File: config.mk
export PLATFORM = sky130hd
export DESIGN_NAME = instr_sequencer_flat
export DESIGN_NICKNAME = d
export VERILOG_FILES = /design/src/rtl/instr_sequencer_pkg.sv /design/src/rtl/instr_sequencer_if.sv /design/src/rtl/instr_sequencer_timeout.sv /design/src/rtl/instr_sequencer.sv /design/src/flat_wrapper.sv
export SDC_FILE = /design/constraint.sdc
export NUM_CORES = 1
export LEC_CHECK = 0
export CAP_MARGIN = 20
export CORE_MARGIN = 2
export CORE_UTILIZATION = 36
export CTS_BUF_LIST = sky130_fd_sc_hd__clkbuf_16
export DETAILED_ROUTE_END_ITERATION = 7
export GPL_TIMING_DRIVEN = 0
export PLACE_DENSITY = 0.68
export REMOVE_ABC_BUFFERS = 1
export SYNTH_ARGS = -nofsm -noshare
export SYNTH_HDL_FRONTEND = slang
export SYNTH_SLANG_ARGS = --single-unit
export TNS_END_PERCENT = 10
File: constraint.sdc
create_clock -name clk -period 5.3 [get_ports clk]
set_clock_uncertainty 0.1 [all_clocks]
set_input_delay 0.795 -clock clk [delete_from_list [all_inputs] [get_ports clk]]
set_output_delay 0.795 -clock clk [all_outputs]
set_load 0.05 [all_outputs]
File: src/rtl/instr_sequencer_pkg.sv
// Shared types for the multi-cycle instruction sequencer.
package instr_sequencer_pkg;

  typedef enum logic [2:0] {
    FETCH     = 3'd0,
    DECODE    = 3'd1,
    EXECUTE   = 3'd2,
    LOAD      = 3'd3,
    STORE     = 3'd4,
    WRITEBACK = 3'd5
  } state_t;

  localparam int unsigned INSTRET_WIDTH_DEFAULT = 64;

  typedef logic [INSTRET_WIDTH_DEFAULT-1:0] instret_t;

  // States in which the sequencer owns an active bus request.
  function automatic logic is_bus_state(input state_t s);
    return (s == FETCH) || (s == LOAD) || (s == STORE);
  endfunction

endpackage

File: src/rtl/instr_sequencer_if.sv
// Shared memory bus valid/ready handshake between the sequencer and the bus unit.
interface instr_sequencer_if;
  logic bus_valid;
  logic bus_ready;
  logic bus_is_data;

  modport master (output bus_valid, output bus_is_data, input bus_ready);
  modport slave  (input bus_valid, input bus_is_data, output bus_ready);
endinterface

File: src/rtl/instr_sequencer_timeout.sv
// Bus wait watchdog: counts consecutive unaccepted request cycles and flags
// the cycle in which the wait reaches TIMEOUT_CYCLES.
module bus_timeout_counter #(
  parameter int unsigned TIMEOUT_CYCLES = 64
) (
  input  logic clk,
  input  logic reset_n,
  input  logic waiting,
  output logic expired
);

  localparam int unsigned CW = (TIMEOUT_CYCLES > 1) ? $clog2(TIMEOUT_CYCLES) : 1;

  logic [CW-1:0] count;

  assign expired = waiting && (count == CW'(TIMEOUT_CYCLES - 1));

  // The sequencer only leaves a bus state on accept or expiry, so clearing
  // whenever the request is not waiting also covers every state change.
  always_ff @(posedge clk) begin
    if (!reset_n || !waiting || expired) begin
      count <= '0;
    end else begin
      count <= count + CW'(1);
    end
  end

endmodule

File: src/rtl/instr_sequencer.sv
// Multi-cycle control FSM: fetch / decode / execute / memory / writeback.
// Optional bus timeout abort is enabled by defining SEQUENCER_BUS_TIMEOUT_EN.
module instr_sequencer
  import instr_sequencer_pkg::*;
#(
  parameter int unsigned TIMEOUT_CYCLES = 64,
  parameter int unsigned INSTRET_WIDTH  = INSTRET_WIDTH_DEFAULT
) (
  input  logic                     clk,
  input  logic                     reset_n,
  input  logic                     is_load,
  input  logic                     is_store,
  input  logic                     is_trap,
  input  logic                     is_mret,
  input  logic                     has_rd,
  input  logic                     irq,
  instr_sequencer_if.master        bus,
  output logic                     fetch_en,
  output logic                     decode_en,
  output logic                     execute_en,
  output logic                     load_en,
  output logic                     rd_en,
  output logic                     pc_en,
  output logic                     trap_take,
  output logic                     irq_take,
  output logic                     mret_take,
  output logic                     bus_error,
  output state_t                   state,
  output logic [INSTRET_WIDTH-1:0] instret
);

  logic valid;
  logic is_data;
  logic abort;
  logic timeout_hit;

  assign bus.bus_valid   = valid;
  assign bus.bus_is_data = is_data;
  assign bus_error       = timeout_hit;

`ifdef SEQUENCER_BUS_TIMEOUT_EN
  logic waiting;

  assign waiting = valid && !bus.bus_ready;

  bus_timeout_counter #(
    .TIMEOUT_CYCLES(TIMEOUT_CYCLES)
  ) u_timeout (
    .clk     (clk),
    .reset_n (reset_n),
    .waiting (waiting),
    .expired (timeout_hit)
  );
`else
  logic unused_cfg;

  assign timeout_hit = 1'b0;
  assign unused_cfg  = (TIMEOUT_CYCLES != 0);
`endif

  // Decode datapath enables and bus request from the current state; all forced low in reset.
  always_comb begin
    valid      = 1'b0;
    is_data    = 1'b0;
    fetch_en   = 1'b0;
    decode_en  = 1'b0;
    execute_en = 1'b0;
    load_en    = 1'b0;
    rd_en      = 1'b0;
    pc_en      = 1'b0;
    trap_take  = 1'b0;
    irq_take   = 1'b0;
    mret_take  = 1'b0;
    if (reset_n) begin
      valid = is_bus_state(state);
      unique case (state)
        FETCH:     fetch_en = bus.bus_ready;
        DECODE:    decode_en = 1'b1;
        EXECUTE:   execute_en = 1'b1;
        LOAD: begin
          is_data = 1'b1;
          load_en = bus.bus_ready;
        end
        STORE:     is_data = 1'b1;
        WRITEBACK: begin
          pc_en = 1'b1;
          if (abort || is_trap) begin
            trap_take = 1'b1;
          end else if (is_mret) begin
            mret_take = 1'b1;
          end else if (irq) begin
            irq_take = 1'b1;
            rd_en    = has_rd;
          end else begin
            rd_en = has_rd;
          end
        end
        default: ;
      endcase
    end
  end

  // State sequencing, abort latch and retired-instruction counter.
  always_ff @(posedge clk) begin
    if (!reset_n) begin
      state   <= FETCH;
      instret <= '0;
      abort   <= 1'b0;
    end else begin
      unique case (state)
        FETCH: begin
          if (bus.bus_ready) begin
            state <= DECODE;
          end else if (timeout_hit) begin
            abort <= 1'b1;
            state <= WRITEBACK;
          end
        end
        DECODE: state <= EXECUTE;
        EXECUTE: begin
          if (is_load) begin
            state <= LOAD;
          end else if (is_store) begin
            state <= STORE;
          end else begin
            state <= WRITEBACK;
          end
        end
        LOAD, STORE: begin
          if (bus.bus_ready) begin
            state <= WRITEBACK;
          end else if (timeout_hit) begin
            abort <= 1'b1;
            state <= WRITEBACK;
          end
        end
        WRITEBACK: begin
          state <= FETCH;
          abort <= 1'b0;
          if (!abort && !is_trap) begin
            instret <= instret + INSTRET_WIDTH'(1);
          end
        end
        default: state <= FETCH;
      endcase
    end
  end

endmodule

File: src/flat_wrapper.sv
// flat-port wrapper written by rule: the top's interface ports become plain ports
module instr_sequencer_flat import instr_sequencer_pkg::*;
#(
  parameter int unsigned TIMEOUT_CYCLES = 64,
  parameter int unsigned INSTRET_WIDTH  = INSTRET_WIDTH_DEFAULT
)
  (clk, reset_n, is_load, is_store, is_trap, is_mret, has_rd, irq, fetch_en, decode_en, execute_en, load_en, rd_en, pc_en, trap_take, irq_take, mret_take, bus_error, state, instret, bus_bus_valid, bus_bus_is_data, bus_bus_ready);
  instr_sequencer_if bus_i ();
  input  logic clk;
  input  logic reset_n;
  input  logic is_load;
  input  logic is_store;
  input  logic is_trap;
  input  logic is_mret;
  input  logic has_rd;
  input  logic irq;
  output logic fetch_en;
  output logic decode_en;
  output logic execute_en;
  output logic load_en;
  output logic rd_en;
  output logic pc_en;
  output logic trap_take;
  output logic irq_take;
  output logic mret_take;
  output logic bus_error;
  output state_t state;
  output logic [INSTRET_WIDTH-1:0] instret;
  output wire logic [$bits(bus_i.bus_valid)-1:0] bus_bus_valid;
  output wire logic [$bits(bus_i.bus_is_data)-1:0] bus_bus_is_data;
  input wire logic [$bits(bus_i.bus_ready)-1:0] bus_bus_ready;
  assign bus_bus_valid = bus_i.bus_valid;
  assign bus_bus_is_data = bus_i.bus_is_data;
  assign bus_i.bus_ready = bus_bus_ready;
  instr_sequencer #(.TIMEOUT_CYCLES(TIMEOUT_CYCLES), .INSTRET_WIDTH(INSTRET_WIDTH)) u_core (.clk(clk), .reset_n(reset_n), .is_load(is_load), .is_store(is_store), .is_trap(is_trap), .is_mret(is_mret), .has_rd(has_rd), .irq(irq), .bus(bus_i), .fetch_en(fetch_en), .decode_en(decode_en), .execute_en(execute_en), .load_en(load_en), .rd_en(rd_en), .pc_en(pc_en), .trap_take(trap_take), .irq_take(irq_take), .mret_take(mret_take), .bus_error(bus_error), .state(state), .instret(instret));
endmodule
---- After elaboration in Yosys (flattened, before gate mapping) ----
Index checks and enable logic that the tools add are counted.
cells by class
  $add $sub $neg .......................... 1
  equal/unequal tests ..................... 7
  multiplexer cells ....................... 34
  reductions and logical operators ........ 7
operator list
  cell                                            count
  adder 64 x 1 -> 64 bit (second input constant)  1
  two-way mux 1 bit                               30
  one-hot mux 3 bit (4 select lines)              1
  two-way mux 3 bit                               3
  == test 3 x 2 -> 1 bit (second input constant)  2
  == test 3 bit (second input constant)           2
  AND reduction 2 bit                             2
  == test 3 x 1 -> 1 bit (second input constant)  1
  logical NOT 3 bit                               1
  logical OR 1 bit                                2
  != test 2 x 1 -> 1 bit (second input constant)  1
  != test 2 bit (second input constant)           1
  OR reduction 2 bit                              1
  logical NOT 1 bit                               1
word-level totals
  bits in registers ....................... 67
  input port bits ......................... 9
  output and inout bits ................... 79

---- Logic depth before layout (Yosys ltp) ----
Gate-level depths: netlist of the first run.
  depth after elaboration ................. 5
  mapped depth ............................ 8
  gate-level depth less buffers ........... 6

---- Worst setup path after synthesis of the first run ----
No wires, ideal clock.
  path type ............................... flip-flop to output port
  start point ............................. register u_core.state[0]
  end point ............................... output port mret_take
  arrival ................................. 2761 ps
  required time ........................... 4405 ps
  setup slack ............................. 1644 ps
  stages on the path, launching flop included .. 5
  path buffers ............................ 1
  cells stage by stage .................... dfxtp_1 -> buf_2 -> nand2_1 -> nor3_1 -> and3b_1
between the ends
  cells in the longest elaborated chain, start to end .. 3
ends and longest elaborated chain
  item                      line                    source
  start: declaration        instr_sequencer.sv:28   output state_t state,
  start signal: assignment  instr_sequencer.sv:106  state <= FETCH;
  start signal: assignment  instr_sequencer.sv:113  state <= DECODE;
  start signal: assignment  instr_sequencer.sv:116  state <= WRITEBACK;
  == test 3 bit             instr_sequencer.sv:76   unique case (state)
  two-way mux 1 bit         instr_sequencer.sv:76
  two-way mux 1 bit         instr_sequencer.sv:74   if (reset_n) begin
  end: declaration          flat_wrapper.sv:25      output logic mret_take;
Every way passes these cells.

---- Worst setup path after layout of the first run ----
  start point ............................. input port reset_n
  end point ............................... output port mret_take
between the ends
  cells in the longest elaborated chain, start to end .. 1
ends and longest elaborated chain
  item                line                   source
  start: declaration  flat_wrapper.sv:10     input logic reset_n;
  two-way mux 1 bit   instr_sequencer.sv:74
Every way passes these cells.

==> impl_metrics.py, run 1 <==
metrics = {
    "status": {
        "outcome": "completed",
    },
    "sta": {
        "tns_ns": 0,
        "finalCritPeriodShare": 0.7592,
        "grt_setup_unrepaired": "false",
        "slew_viol_final": 0,
        "holdWs_ns": 0.3938,
        "worstMarginPinSlew_ns": 0.9830,
        "slew_headroom": 0.3353,
        "hold_viol_final": 0,
        "setup_viol": 0,
        "fmax_ghz": 0.2485,
        "period_needed_ns": 4.024,
    },
    "drt": {
        "routed_wirelength_mm": 8.828,
        "drc_errors": 0,
        "dr.pass1.iters": 4,
        "ant_nets": 0,
        "viasPerCell": 5.427,
        "vias": 3332,
        "drt_iter0_markers": 180,
        "wl_per_cell_um": 14.38,
    },
    "min_path": {
        "min_path_type": "reg2reg",
        "hold_start": "u_core.instret[63]$_SDFFE_PN0P_",
        "timing.hold.worst_endpoint": "u_core.instret[63]$_SDFFE_PN0P_",
        "hold_depth": 2,
    },
    "clocking": {
        "cts_tree": "yes",
        "clkTransAtPathRegs_ns": 0.06,
        "cts_root_buf": "clkbuf_16",
        "cts_resized": 0,
        "clock_sinks": 67,
        "clockBufferDepth": 2,
        "htreeDepth": 3,
        "cts_buffers": 9,
        "insertion_delay_ns": 0.33,
        "postCtsHoldBufs": 0,
        "cts_setup_buffers": 0,
    },
    "synth": {
        "synth_edf_count": 0,
        "synth_flop_cell": "dfxtp_1",
        "synth.area.mux_share": 0,
        "synthArstFlopShare": 0,
        "synth_compound_area_frac": 0.1058,
        "synth_xor_area_frac": 0.08085,
        "yosys.area_share.simple": 0.3666,
        "synth_top_family_by_area": "simple AND/OR/NAND/NOR gates",
        "netlist_instances": 422,
        "synth_cell_types": 36,
        "yosysWarnings": 0,
        "synthAdderAreaFrac": 0.003726,
        "syn_area_um2": 3358,
        "synth.avg_cell_area_um2": 7.958,
        "ys_seq_area_frac": 0.3994,
        "ys_ff_latch": 67,
    },
    "worst_setup_path": {
        "path_class": "in2out",
        "cp-start-kind": "input port",
        "cp_max_fo": 36,
        "cp.required_ns": 4.41,
        "rrSetupSlack_ns": 2.06,
        "rr_worst_depth": 5,
        "cp-end-kind": "primary output",
        "r2r-start": "u_core.state[0]$_SDFFE_PN0P_",
        "r2r_end": "u_core.instret[55]$_SDFFE_PN0P_",
        "critPathArrivalTime_ns": 3.13,
    },
    "pwr": {
        "swShare": 0.2167,
        "peakVddDrop_mv": 0.1595,
        "power.internal_uw": 934.4,
        "p_leak_uw": 0.001359,
        "powerDensity_nw_per_um2": 259.1,
        "pwr-share-clk": 0.527,
        "p_sw_uw": 258.5,
        "combPwrFrac": 0.045,
        "p_seq_frac": 0.428,
    },
    "placed_design": {
        "dpl.hpwl_mm": 6.327,
        "io_buffer_count": 86,
        "dp_cells": 598,
        "gp_congestion": 0.8076,
    },
    "cells_and_area": {
        "fin_cells": 614,
        "syn_to_final_growth_pct": 37.11,
        "regArea_um2": 1341,
        "multiInputGateArea_um2": 1881,
        "antenna_cells": 0,
        "fin_nets": 508,
        "final_layout_size_suffix_gt1_frac": 0.03976,
        "fillers": 870,
    },
    "floorplan": {
        "start_util": 0.3669,
        "die_width_um": 100.6,
        "fp.dieH_um": 100.6,
        "core_area_um2": 9153,
        "fp-row-count": 35,
        "io_pins": 88,
        "die_area_um2": 10120,
    },
    "grt": {
        "antenna_found_initial": 0,
        "grt_pass1_vias": 3116,
        "grt_use_total": 0.1788,
        "grt_pass1_wl_mm": 14.67,
        "grt_max_degree": 37,
        "gr-total-overflow": 0,
    },
    "run": {
        "max-cap-violations": 0,
    },
}
[how the worst max path moves through the flow]
stage	from	to	slack [ns]	cells after the start
global placement	reset_n	mret_take	0.28	5
finish	reset_n	mret_take	1.28	5
floorplan	reset_n	mret_take	1.09	3
CTS	reset_n	mret_take	1.24	5
detailed placement	reset_n	mret_take	1.27	5
global route	reset_n	trap_take	1.07	5
[area by class of cell]
class,instances,share of cell area
tap,111,0.03016
sequential,67,0.2913
inverter,12,0.009783
clock inverter,7,0.02011
timing repair buffer,87,0.1913
clock buffer,9,0.04891
multi-input combinational,321,0.4084
[critical path, cell delays in order]
cell	delay, ns
clkdlybuf4s50_1	0.64
inv_2	0.33
nor3_1	0.36
and3b_1	0.20
clkdlybuf4s50_1	0.80
[routing by layer]
layer	track usage	vias up	part of all wire
li1	-	1676	-
met1	0.2237	1567	0.46
met2	0.2944	79	0.48
met3	0.03883	10	0.044
met4	0.08008	0	0.013
met5	0	-	0
[cell usage after synthesis (4+ instances only)]
| library cell | n | area [um^2] |
|---|---|---|
| nand3_1 | 20 | 100.1 |
| nand4_1 | 29 | 181.4 |
| nor4_1 | 7 | 43.79 |
| and2_1 | 7 | 43.79 |
| inv_1 | 12 | 45.04 |
| xor2_1 | 9 | 78.83 |
| dfxtp_1 | 67 | 1341 |
| a21oi_1 | 35 | 175.2 |
| o21ai_0 | 30 | 150.1 |
| and3_1 | 5 | 31.28 |
| nand2_1 | 30 | 112.6 |
| or3_1 | 28 | 175.2 |
| nor3_1 | 16 | 80.08 |
| nand3b_1 | 4 | 30.03 |
| nor2_1 | 42 | 157.7 |
| clkbuf_1 | 14 | 52.55 |
| or4_1 | 9 | 67.56 |
| and4_1 | 11 | 96.34 |
| xnor2_1 | 22 | 192.7 |
[logic make-up after synthesis]
group	Yosys count
compound gates	69
xor+xnor	31
fa+ha+maj	1
buf+inv	34
flops	67
other cells	1
simple gates	219
[cell usage in the layout (no fill, tap or decap), types with 2 or more instances in the layout]
master / count
or3_1: 28
xor2_1: 9
a21oi_1: 35
nor4b_1: 2
nand2_1: 30
and4_1: 11
and2_1: 7
nand3b_1: 4
nand2b_1: 2
and3_1: 5
dfxtp_1: 67
clkinvlp_4: 2
nor4_1: 7
clkbuf_16: 9
inv_1: 11
o31ai_1: 3
nand3_1: 20
or4_1: 9
clkdlybuf4s50_1: 86
nor2_1: 42
nor3_1: 16
nand4_1: 29
o21ai_0: 30
xnor2_1: 22
bufinv_16: 2
[metrics by stage]
stage	setup WS [ns]	cell area [um^2]	power (uW)	utilization
global route	1.071	4604	1232	0.5031
detailed placement	1.267	4287	575.5	0.4684
global placement	0.2834	4260	572.5	0.4655
finish	1.276	4604	1193	0.5031
floorplan	1.089	3261	552.1	-
CTS	1.239	4604	1208	0.5031
[sequential cells by signal, indices dropped and copies added (netlist names)]
signal / cells
u_core.instret: 64
u_core.state: 3
[power by group through the flow]
stage               combinational, uW  sequential, uW  clock (uW)
floorplan                        25.9             526           0
global placement                 51.1             521           0
detailed placement               53.8             522           0
CTS                              53.9             511         643
global route                     56.7             511         664
finish                           53.2             511         629
(Power assumes the default switching activity.)
==> run 2: changes to the inputs <==
--- a/config.mk
+++ b/config.mk
@@ -11,7 +11,7 @@
 export CTS_BUF_LIST = sky130_fd_sc_hd__clkbuf_16
 export DETAILED_ROUTE_END_ITERATION = 7
 export GPL_TIMING_DRIVEN = 0
-export PLACE_DENSITY = 0.68
+export PLACE_DENSITY = 0.7
 export REMOVE_ABC_BUFFERS = 1
 export SYNTH_ARGS = -nofsm -noshare
 export SYNTH_HDL_FRONTEND = slang
==> constraint.sdc (replaced) <==
create_clock -name clk -period 3.55 [get_ports clk]
set_clock_uncertainty 0.1 [all_clocks]
set_input_delay 0.5325 -clock clk [delete_from_list [all_inputs] [get_ports clk]]
set_output_delay 0.5325 -clock clk [all_outputs]
set_load 0.05 [all_outputs]
==> run 2 against run 1 <==
Compared with the run above:
- flip-flop and latch count stayed put
- first-iteration DRC count down 9.4%
- die area unchanged
- non-clock buffer count grew 1
- critical path depth fell by 1
- critical endpoint is now irq_take
- largest power group unchanged
==> impl_metrics.py, run 2 (synthesized netlist as in run 1, its figures left out) <==
metrics = {
    "clocking": {
        "htreeDepth": 3,
        "cts_tree": "yes",
        "cts_resized": 0,
        "cts_buffers": 9,
        "cts_setup_buffers": 0,
        "clkTransAtPathRegs_ns": 0.05,
        "clock_sinks": 67,
        "cts_root_buf": "clkbuf_16",
        "insertion_delay_ns": 0.32,
        "clockBufferDepth": 2,
        "postCtsHoldBufs": 0,
    },
    "grt": {
        "grtUsageMet3": 0.04300,
        "grtUsageMet2": 0.2867,
        "grt_max_degree": 38,
        "gr-total-overflow": 0,
        "met1_usage": 0.2146,
        "grt_use_total": 0.1738,
        "grt_pass1_vias": 3118,
        "top_usage_layer": "met2",
        "grt_pass1_wl_mm": 14.25,
        "antenna_found_initial": 0,
    },
    "cells_and_area": {
        "syn_to_final_growth_pct": 36.81,
        "final_common_cell": "clkdlybuf4s50_1",
        "fin_nets": 509,
        "final_layout_size_suffix_gt1_frac": 0.03770,
        "largest_reg_flops": 64,
        "final_cell_mix": "clkdlybuf4s50_1, dfxtp_1, nor2_1",
        "finalCoreUtilization": 0.5020,
        "antenna_cells": 0,
        "fin_cells": 615,
        "reg_top3": "u_core.instret (64), u_core.state (3)",
        "largest_register": "u_core.instret",
    },
    "floorplan": {
        "core_area_um2": 9153,
        "fp-row-count": 35,
        "fp.dieH_um": 100.6,
        "die_width_um": 100.6,
        "io_pins": 88,
        "start_util": 0.3669,
        "die_area_um2": 10120,
    },
    "placed_design": {
        "dp_cells": 599,
        "io_buffer_count": 86,
        "dpl.hpwl_mm": 6.332,
        "gp_congestion": 0.8141,
    },
    "sta": {
        "period_needed_ns": 3.384,
        "slew_headroom": 0.5587,
        "fmax_ghz": 0.2955,
        "worstMarginPinSlew_ns": 0.6610,
        "grt_setup_unrepaired": "false",
        "finalCritPeriodShare": 0.9533,
        "setup_viol": 0,
        "slew_viol_final": 0,
        "hold_viol_final": 0,
    },
    "worst_setup_path": {
        "cp.required_ns": 2.92,
        "critPathArrivalTime_ns": 2.75,
        "critPathMaxStageDelay_ns": 0.85,
        "cp_num_buf_inv": 3,
        "crit_slowest_cell": "clkdlybuf4s50_1",
        "path_class": "in2out",
        "cp_max_fo": 37,
        "cp-end-kind": "primary output",
        "path_delay_family": "buffers and inverters",
        "crit_path_cell_trace": "clkdlybuf4s50_1, inv_2, nor4b_1, clkdlybuf4s50_1",
        "crit_top_cell": "clkdlybuf4s50_1",
        "cp-start-kind": "input port",
    },
    "drt": {
        "wl_per_cell_um": 14.28,
        "routed_wirelength_mm": 8.782,
        "viasPerCell": 5.494,
        "drt_iter0_markers": 163,
        "vias": 3379,
        "dr.pass1.iters": 4,
        "drc_errors": 0,
        "ant_nets": 0,
    },
    "run": {
        "max-cap-violations": 0,
    },
    "pwr": {
        "p_leak_uw": 0.001426,
        "peakVddDrop_mv": 0.2219,
        "powerDensity_nw_per_um2": 366.5,
    },
    "status": {
        "outcome": "completed",
    },
    "min_path": {
        "min_path_type": "reg2reg",
    },
}
## run 2: where the power goes
part	internal, uW	switching, uW	total [uW]
Sequential	755	7.43	762
Combinational	29.0	50.9	79.9
Clock	533	309	842
## run 2: layer usage
layer | share of wire | routed length, um
met1 | 0.45 | 3992
met2 | 0.48 | 4212
met3 | 0.048 | 423
met4 | 0.018 | 155
met5 | 0 | 0
## run 2: final timing paths
check | end | from | cells after the start | slack [ns]
max | irq_take | reset_n | 4 | 0.17
min | u_core.instret[63]$_SDFFE_PN0P_ | u_core.instret[63]$_SDFFE_PN0P_ | 2 | 0.39
max reg2reg | u_core.instret[53]$_SDFFE_PN0P_ | u_core.state[0]$_SDFFE_PN0P_ | 5 | 0.56
min reg2reg | u_core.instret[63]$_SDFFE_PN0P_ | u_core.instret[63]$_SDFFE_PN0P_ | 2 | 0.39
## run 2: cell type report
type                       count  area (um^2)
clock buffer                   9        225.2
inverter                      12        45.04
multi-input combinational    321         1889
timing repair buffer          88        895.9
sequential                    67         1341
tap                          111        138.9
clock inverter                 7        58.81
fill                         871         4558
## run 2: per-stage QoR
stage / worst slack (ns) / area, um^2 / total power, uW / hold slack, ns / setup TNS, ns
after floorplan: -0.1358 / 3261 / 824.2 / 0.5542 / -0.2358
after global placement: -0.9354 / 4260 / 854.5 / 0.3661 / -11.73
after detailed placement: -0.1475 / 4294 / 858.7 / 0.3835 / -0.2893
after CTS: 0.04265 / 4578 / 1704 / 0.3923 / 0
after global routing: 0.03001 / 4594 / 1740 / 0.4247 / 0
final: 0.1658 / 4594 / 1684 / 0.3917 / 0
## run 2: worst min-delay path: cells and delay by family (launching register included)
family         cells  cell delay (ns)
flip-flops         1             0.31
AO/OA/AOI/OAI      2             0.13
